--- config.mk ---
export PLATFORM = sky130hd
export DESIGN_NAME = pong_game_ctrl
export DESIGN_NICKNAME = d
export VERILOG_FILES = /design/src/rtl/pong_pkg.sv /design/src/rtl/pong_ball_step.sv /design/src/rtl/pong_game_ctrl.sv
export SDC_FILE = /design/constraint.sdc
export NUM_CORES = 1
export LEC_CHECK = 0
export ABC_AREA = 1
export BUFFER_PORTS_ARGS = -buffer_cell sky130_fd_sc_hd__clkbuf_2
export CORE_UTILIZATION = 44
export CTS_CLUSTER_SIZE = 25
export DETAILED_ROUTE_END_ITERATION = 10
export GPL_TIMING_DRIVEN = 0
export PLACE_DENSITY = 0.67
export SLEW_MARGIN = 15
export SYNTH_ARGS = -nofsm -noshare
export SYNTH_HDL_FRONTEND = slang
export SYNTH_SLANG_ARGS = --single-unit
--- constraint.sdc ---
create_clock -name clk -period 6 [get_ports clk]
set_clock_uncertainty 0.2 [all_clocks]
set_input_delay 0.3 -clock clk [delete_from_list [all_inputs] [get_ports clk]]
set_output_delay 0.3 -clock clk [all_outputs]
set_load 0.01 [all_outputs]
--- src/rtl/pong_pkg.sv ---
// rtl/pong_pkg.sv - shared state encodings, paddle codes, directions and helpers for the pong sequencer
package pong_pkg;

  typedef enum logic [2:0] {
    IDLE     = 3'd0,
    SERVE    = 3'd1,
    PLAY     = 3'd2,
    POINT    = 3'd3,
    GAMEOVER = 3'd4
  } state_t;

  localparam logic [1:0] HIT_NONE = 2'b00;
  localparam logic [1:0] HIT_P1   = 2'b01;
  localparam logic [1:0] HIT_P2   = 2'b11;

  // dx: 0 moves toward P1 (left), 1 toward P2 (right); dy: 0 moves down (row+1), 1 up
  localparam logic DIR_LEFT  = 1'b0;
  localparam logic DIR_RIGHT = 1'b1;
  localparam logic DIR_DOWN  = 1'b0;
  localparam logic DIR_UP    = 1'b1;

  localparam logic [5:0] CENTRE = 6'd32;

  // Scores are 3-bit and stop at 7 rather than wrapping
  function automatic logic [2:0] sat_inc3(input logic [2:0] v);
    return (v == 3'd7) ? v : v + 3'd1;
  endfunction

endpackage

--- src/rtl/pong_ball_step.sv ---
// rtl/pong_ball_step.sv - combinational bounce, miss and next-position logic for one frame tick
module pong_ball_step
  import pong_pkg::*;
#(
  parameter int FIELD_MAX = 63,
  parameter int P1_X      = 2,
  parameter int P2_X      = 61
) (
  input  logic [5:0] x,
  input  logic [5:0] y,
  input  logic       dx,
  input  logic       dy,
  input  logic [1:0] paddle,
  input  logic       wall,
  input  logic       fast,
  output logic [5:0] x_nxt,
  output logic [5:0] y_nxt,
  output logic       dx_nxt,
  output logic       dy_nxt,
  output logic       miss_p1,
  output logic       miss_p2
);

  localparam logic [5:0] P1_COL = 6'(P1_X);
  localparam logic [5:0] P2_COL = 6'(P2_X);
  localparam logic [5:0] Y_MAX  = 6'(FIELD_MAX);

  logic       hit_p1;
  logic       hit_p2;
  logic [5:0] room;

  // Bounce first, then detect a miss, then step in the updated direction; a fast
  // step shrinks to one pixel when a double step would jump over a paddle column
  always_comb begin
    hit_p1  = (paddle == HIT_P1) && (dx == DIR_LEFT);
    hit_p2  = (paddle == HIT_P2) && (dx == DIR_RIGHT);
    miss_p1 = (x == P1_COL) && (dx == DIR_LEFT)  && (paddle != HIT_P1);
    miss_p2 = (x == P2_COL) && (dx == DIR_RIGHT) && (paddle != HIT_P2);

    dx_nxt = dx;
    if (hit_p1) dx_nxt = DIR_RIGHT;
    if (hit_p2) dx_nxt = DIR_LEFT;
    dy_nxt = wall ? ~dy : dy;

    if (dx_nxt == DIR_RIGHT) begin
      room  = P2_COL - x;
      x_nxt = (fast && room >= 6'd2) ? x + 6'd2 : x + 6'd1;
    end else begin
      room  = x - P1_COL;
      x_nxt = (fast && room >= 6'd2) ? x - 6'd2 : x - 6'd1;
    end

    if (dy_nxt == DIR_DOWN) y_nxt = (y == Y_MAX) ? y : y + 6'd1;
    else                    y_nxt = (y == 6'd0)  ? y : y - 6'd1;
  end

endmodule

--- src/rtl/pong_game_ctrl.sv ---
// rtl/pong_game_ctrl.sv - serve/play/point/game-over sequencer owning ball and scores; PONG_SPEEDUP_EN adds ball speed-up
module pong_game_ctrl
  import pong_pkg::*;
#(
  parameter int FIELD_MAX   = 63,
  parameter int P1_X        = 2,
  parameter int P2_X        = 61,
  parameter int SERVE_TICKS = 32,
  parameter int WIN_SCORE   = 7
) (
  input  logic       clk,
  input  logic       rst_n,
  input  logic       frame_tick,
  input  logic       start,
  input  logic [1:0] paddle_collision,
  input  logic       wall_collision,
  output logic [5:0] ball_x,
  output logic [5:0] ball_y,
  output logic [2:0] sc1,
  output logic [2:0] sc2,
  output logic [2:0] state,
  output logic [1:0] winner,
  output logic       serve_dir
);

  localparam logic [7:0] LAST_TICK = 8'(SERVE_TICKS - 1);
  localparam logic [2:0] WIN_SC    = 3'(WIN_SCORE);

  state_t     st, st_nxt;
  logic       dx, dy, dx_n, dy_n;
  logic [5:0] bx_n, by_n;
  logic [2:0] sc1_n, sc2_n;
  logic [1:0] win_n;
  logic       sdir_n;
  logic [7:0] cnt, cnt_n;
  logic       scorer_p2, scorer_p2_n;

  logic [5:0] step_x, step_y;
  logic       step_dx, step_dy, miss_p1, miss_p2;
  logic       fast;

  assign state = st;

  pong_ball_step #(
    .FIELD_MAX(FIELD_MAX),
    .P1_X     (P1_X),
    .P2_X     (P2_X)
  ) u_step (
    .x      (ball_x),
    .y      (ball_y),
    .dx     (dx),
    .dy     (dy),
    .paddle (paddle_collision),
    .wall   (wall_collision),
    .fast   (fast),
    .x_nxt  (step_x),
    .y_nxt  (step_y),
    .dx_nxt (step_dx),
    .dy_nxt (step_dy),
    .miss_p1(miss_p1),
    .miss_p2(miss_p2)
  );

`ifdef PONG_SPEEDUP_EN
  logic [2:0] hits, hits_n;
  assign fast = (hits >= 3'd4);

  // Count paddle bounces (a dx flip) during play; a fresh serve starts slow again
  always_comb begin
    hits_n = hits;
    if (st == SERVE)
      hits_n = 3'd0;
    else if (st == PLAY && frame_tick && step_dx != dx && hits != 3'd7)
      hits_n = hits + 3'd1;
  end

  // Hit counter register
  always_ff @(posedge clk or negedge rst_n) begin
    if (!rst_n) hits <= 3'd0;
    else        hits <= hits_n;
  end
`else
  assign fast = 1'b0;
`endif

  // Next-state, ball, score and serve decisions; the ball is centred whenever the
  // sequencer is (or is about to be) idle or serving
  always_comb begin
    st_nxt      = st;
    bx_n        = ball_x;
    by_n        = ball_y;
    dx_n        = dx;
    dy_n        = dy;
    sc1_n       = sc1;
    sc2_n       = sc2;
    win_n       = winner;
    sdir_n      = serve_dir;
    cnt_n       = cnt;
    scorer_p2_n = scorer_p2;
    case (st)
      IDLE: begin
        if (start) begin
          sc1_n  = 3'd0;
          sc2_n  = 3'd0;
          win_n  = 2'b00;
          st_nxt = SERVE;
        end
      end
      SERVE: begin
        if (frame_tick) begin
          if (cnt == LAST_TICK) begin
            cnt_n  = 8'd0;
            st_nxt = PLAY;
          end else begin
            cnt_n = cnt + 8'd1;
          end
        end
      end
      PLAY: begin
        if (frame_tick) begin
          dx_n = step_dx;
          dy_n = step_dy;
          if (miss_p1) begin
            scorer_p2_n = 1'b1;
            st_nxt      = POINT;
          end else if (miss_p2) begin
            scorer_p2_n = 1'b0;
            st_nxt      = POINT;
          end else begin
            bx_n = step_x;
            by_n = step_y;
          end
        end
      end
      POINT: begin
        if (scorer_p2) sc2_n = sat_inc3(sc2);
        else           sc1_n = sat_inc3(sc1);
        if ((scorer_p2 ? sc2_n : sc1_n) == WIN_SC) begin
          win_n  = scorer_p2 ? 2'b10 : 2'b01;
          st_nxt = GAMEOVER;
        end else begin
          sdir_n = scorer_p2 ? DIR_LEFT : DIR_RIGHT;
          st_nxt = SERVE;
        end
      end
      GAMEOVER: begin
        if (start) st_nxt = IDLE;
      end
      default: st_nxt = IDLE;
    endcase
    if (st_nxt == IDLE || st_nxt == SERVE) begin
      bx_n = CENTRE;
      by_n = CENTRE;
    end
    if (st_nxt == SERVE) dx_n = sdir_n;
  end

  // State, ball and score registers
  always_ff @(posedge clk or negedge rst_n) begin
    if (!rst_n) begin
      st        <= IDLE;
      ball_x    <= CENTRE;
      ball_y    <= CENTRE;
      dx        <= DIR_RIGHT;
      dy        <= DIR_DOWN;
      sc1       <= 3'd0;
      sc2       <= 3'd0;
      winner    <= 2'b00;
      serve_dir <= 1'b1;
      cnt       <= 8'd0;
      scorer_p2 <= 1'b0;
    end else begin
      st        <= st_nxt;
      ball_x    <= bx_n;
      ball_y    <= by_n;
      dx        <= dx_n;
      dy        <= dy_n;
      sc1       <= sc1_n;
      sc2       <= sc2_n;
      winner    <= win_n;
      serve_dir <= sdir_n;
      cnt       <= cnt_n;
      scorer_p2 <= scorer_p2_n;
    end
  end

endmodule
==> flow_summary_export.csv <==
group,metric,value,unit
pwr,leakage,1.43,nW
yosys,synth-seq-area-share,0.381,
clock_network,cts_setup_buffers,0,
global_route,use_met2,0.294,
placed_design,place_congestion,0.801,
sta,post-route-min-period,2.20,ns
clock_network,clock_path_buffers,2,
yosys,synth_edf_count,0,
routing,ant_nets,0,
yosys,netlist_area,2310,µm²
floorplanning,initial_core_util,0.455,
global_route,top_usage_layer,"met2",
critical_path,crit_chain,"xor2_1 > ha_1 > a21oi_1 > nand2_1 > xnor2_1 > nand3_1 > nand2_1 > nor2_1",
yosys,synth_most_common_cell,"nand2_1",
finish,antenna_cells,0,
critical_path,start_kind,"register",
critical_path,critPathRequiredTime,5.98,ns
pwr,ir_drop,0.101,mV
floorplanning,io_pins,31,
yosys,netlist_instances,296,
placed_design,dp_slack,3.82,ns
clock_network,cts_made_buffers,5,
critical_path,worst_path_most_repeated_cell,"nand2_1",
yosys,async_reset_ff_frac,1.00,
run,maxCapViolations,0,
finish,layout.area.seq,881,µm²
min_path,hp-class,"in -> reg",
sta,drv_slew,0,
sta,relSlewSlack,0.425,
placed_design,hpwl,3370,µm
critical_path,r2r_slack,3.80,ns
clock_network,cts.sinks,35,
global_route,grt_overflow,0,
floorplanning,num_rows,26,
critical_path,critPathKind,"reg -> reg",
yosys,synth_flop_cell,"dfrtp_1",
routing,routed_wl,4510,µm
critical_path,cp_num_buf_inv,0,
clock_network,insertion_delay,0.29,ns
pwr,power,0.535,mW
yosys,avgSynthCellArea,7.81,µm²
critical_path,cp_top_family,"XOR/XNOR gates",
pwr,p_per_area,202,nW/µm²
yosys,netlist_top_cells_count,"nand2_1 (82), inv_1 (40), dfrtp_1 (31)",
yosys,yosysTopAreaCell,"dfrtp_1",
floorplanning,fp.dieW,74.5,µm
sta,period_share,0.366,
routing,num_vias,1978,
yosys,ys_ff_latch,35,
sta,tightest_slew,0.863,ns
placed_design,io_buffers,30,
sta,final-hold-violation-count,0,
finish,drive_gt1_frac,0.194,
critical_path,worstPathArrival,2.18,ns
finish,synthToLayoutAreaGrowth,14.4,%
routing,drt_iter0_markers,85,
global_route,first_global_vias,1772,
global_route,use_met3,0.0407,
finish,fill_cells,519,
critical_path,worst_path_largest_cell_delay,0.43,ns
global_route,grt_pass1_wl,7590,µm
yosys,syn-num-nets,316,
yosys,synth_top_area_frac,0.336,
clock_network,clkTransAtPathRegs,0.08,ns
sta,setup-violations-final,0,
clock_network,cts_tree,"done",
global_route,antenna_found_initial,0,
yosys,ys_warn_count,0,
sta,rsz0062_at_grt,"no",
routing,vias_per_cell,4.88,
status,status,"finished, final reports clean",
sta,fin_ws,3.80,ns
critical_path,cp_slowest_cell,"dfrtp_1",
sta,fmax,455,MHz
finish,multi_input_area,1250,µm²
clock_network,cts_hold_buf,1,
floorplanning,die_height,74.5,µm
routing,wire_per_inst,11.1,µm
clock_network,cts-resized-gates,0,
yosys,yosys-top-cells-area,"dfrtp_1 (34%), nand2_1 (13%), inv_1 (6.5%)",
global_route,grt.total_usage,0.178,
global_route,met1_usage,0.227,
clock_network,cts-root-buf,"clkbuf_8",
critical_path,cp_max_fo,5,
floorplanning,die_area,5550,µm²
floorplanning,coreArea,5070,µm²
clock_network,htreeDepth,2,
critical_path,cp-end-kind,"register",
finish,nNetsFinal,354,
yosys,synth.distinct_cells,34,
global_route,grt_max_degree,36,
routing,drt_pass1_iterations,4,
sta,tns,0,ns
routing,drc,0,
-- kinds of logic after synthesis --
group / Yosys count / synth area share
adders and majority gates: 13 / 0.0769
DFF: 35 / 0.381
AOI/OAI and AO/OA: 32 / 0.0780
buffers and inverters: 47 / 0.0790
and+or+nand+nor: 155 / 0.329
xor gates and xnor gates: 14 / 0.0563
-- report_power, final --
group	switching [mW]	internal, mW	leakage, nW
clock network	0.0871	0.0811	0.0412
logic	0.0492	0.0320	0.943
registers	0.0242	0.261	0.450
total	0.160	0.375	1.43
-- metal layers --
layer	up-vias	part of all wire	wire length [µm]
met5	-	0	0
met4	0	0.011	49
met3	4	0.026	118
met2	25	0.46	2090
met1	915	0.50	2250
li1	1034	-	-
-- through the flow --
step           utilization  hold slack, ns  instances  instance area [µm²]
3_3_place_gp         0.502           0.259        396                 2550
4_1_cts              0.521           0.168        405                 2640
5_1_grt              0.521           0.172        405                 2640
3_5_place_dp         0.502           0.259        396                 2550
2_1_floorplan            -          -0.196        296                 2310
6_report             0.521           0.166        405                 2640
-- layout make-up --
class | instances | area share
Clock inverter | 2 | 0.00473
Sequential cell | 35 | 0.333
Timing Repair Buffer | 31 | 0.0606
Tap cell | 70 | 0.0331
Inverter | 46 | 0.0663
Clock buffer | 6 | 0.0274
Multi-Input combinational cell | 214 | 0.472
Buffer | 1 | 0.00284
-- final timing paths --
| check | from | cells after the start | to |
|---|---|---|---|
| max reg2reg | dy$_DFFE_PN0P_ | 8 | ball_y[3]$_DFFE_PN0P_ |
| min in group asynchronous | rst_n | 2 | sc1[0]$_DFFE_PN0P_ |
| min | start | 4 | state[2]$_DFF_PN0_ |
| min reg2reg | cnt[7]$_DFFE_PN0P_ | 1 | cnt[7]$_DFFE_PN0P_ |
| max in group asynchronous | rst_n | 2 | winner[0]$_DFFE_PN0P_ |
| max | dy$_DFFE_PN0P_ | 8 | ball_y[3]$_DFFE_PN0P_ |
-- worst min-delay path: stages --
cell	delay [ns]
clkbuf_2	0.08
inv_1	0.04
nand3_1	0.14
nand2_1	0.07
-- placed cells by master, fill, tap and decap left out, drive strengths merged, types with 2 or more instances in the layout --
cell type	count
nand2	87
inv	45
clkbuf	36
dfrtp	31
nand3	30
nor2	21
o21ai	15
a21oi	11
ha	11
xor2	9
nor3	7
nand3b	5
nand4	5
xnor2	5
dfstp	4
o21a	2
a22o	2
fa	2
clkinv	2
-- state kept, by name, summed over array words and instances, names as in the netlist --
name       cells
cnt            8
ball_x         6
ball_y         6
sc1            3
sc2            3
state          3
winner         2
dx             1
dy             1
scorer_p2      1
serve_dir      1
(Power assumes the default switching activity.)
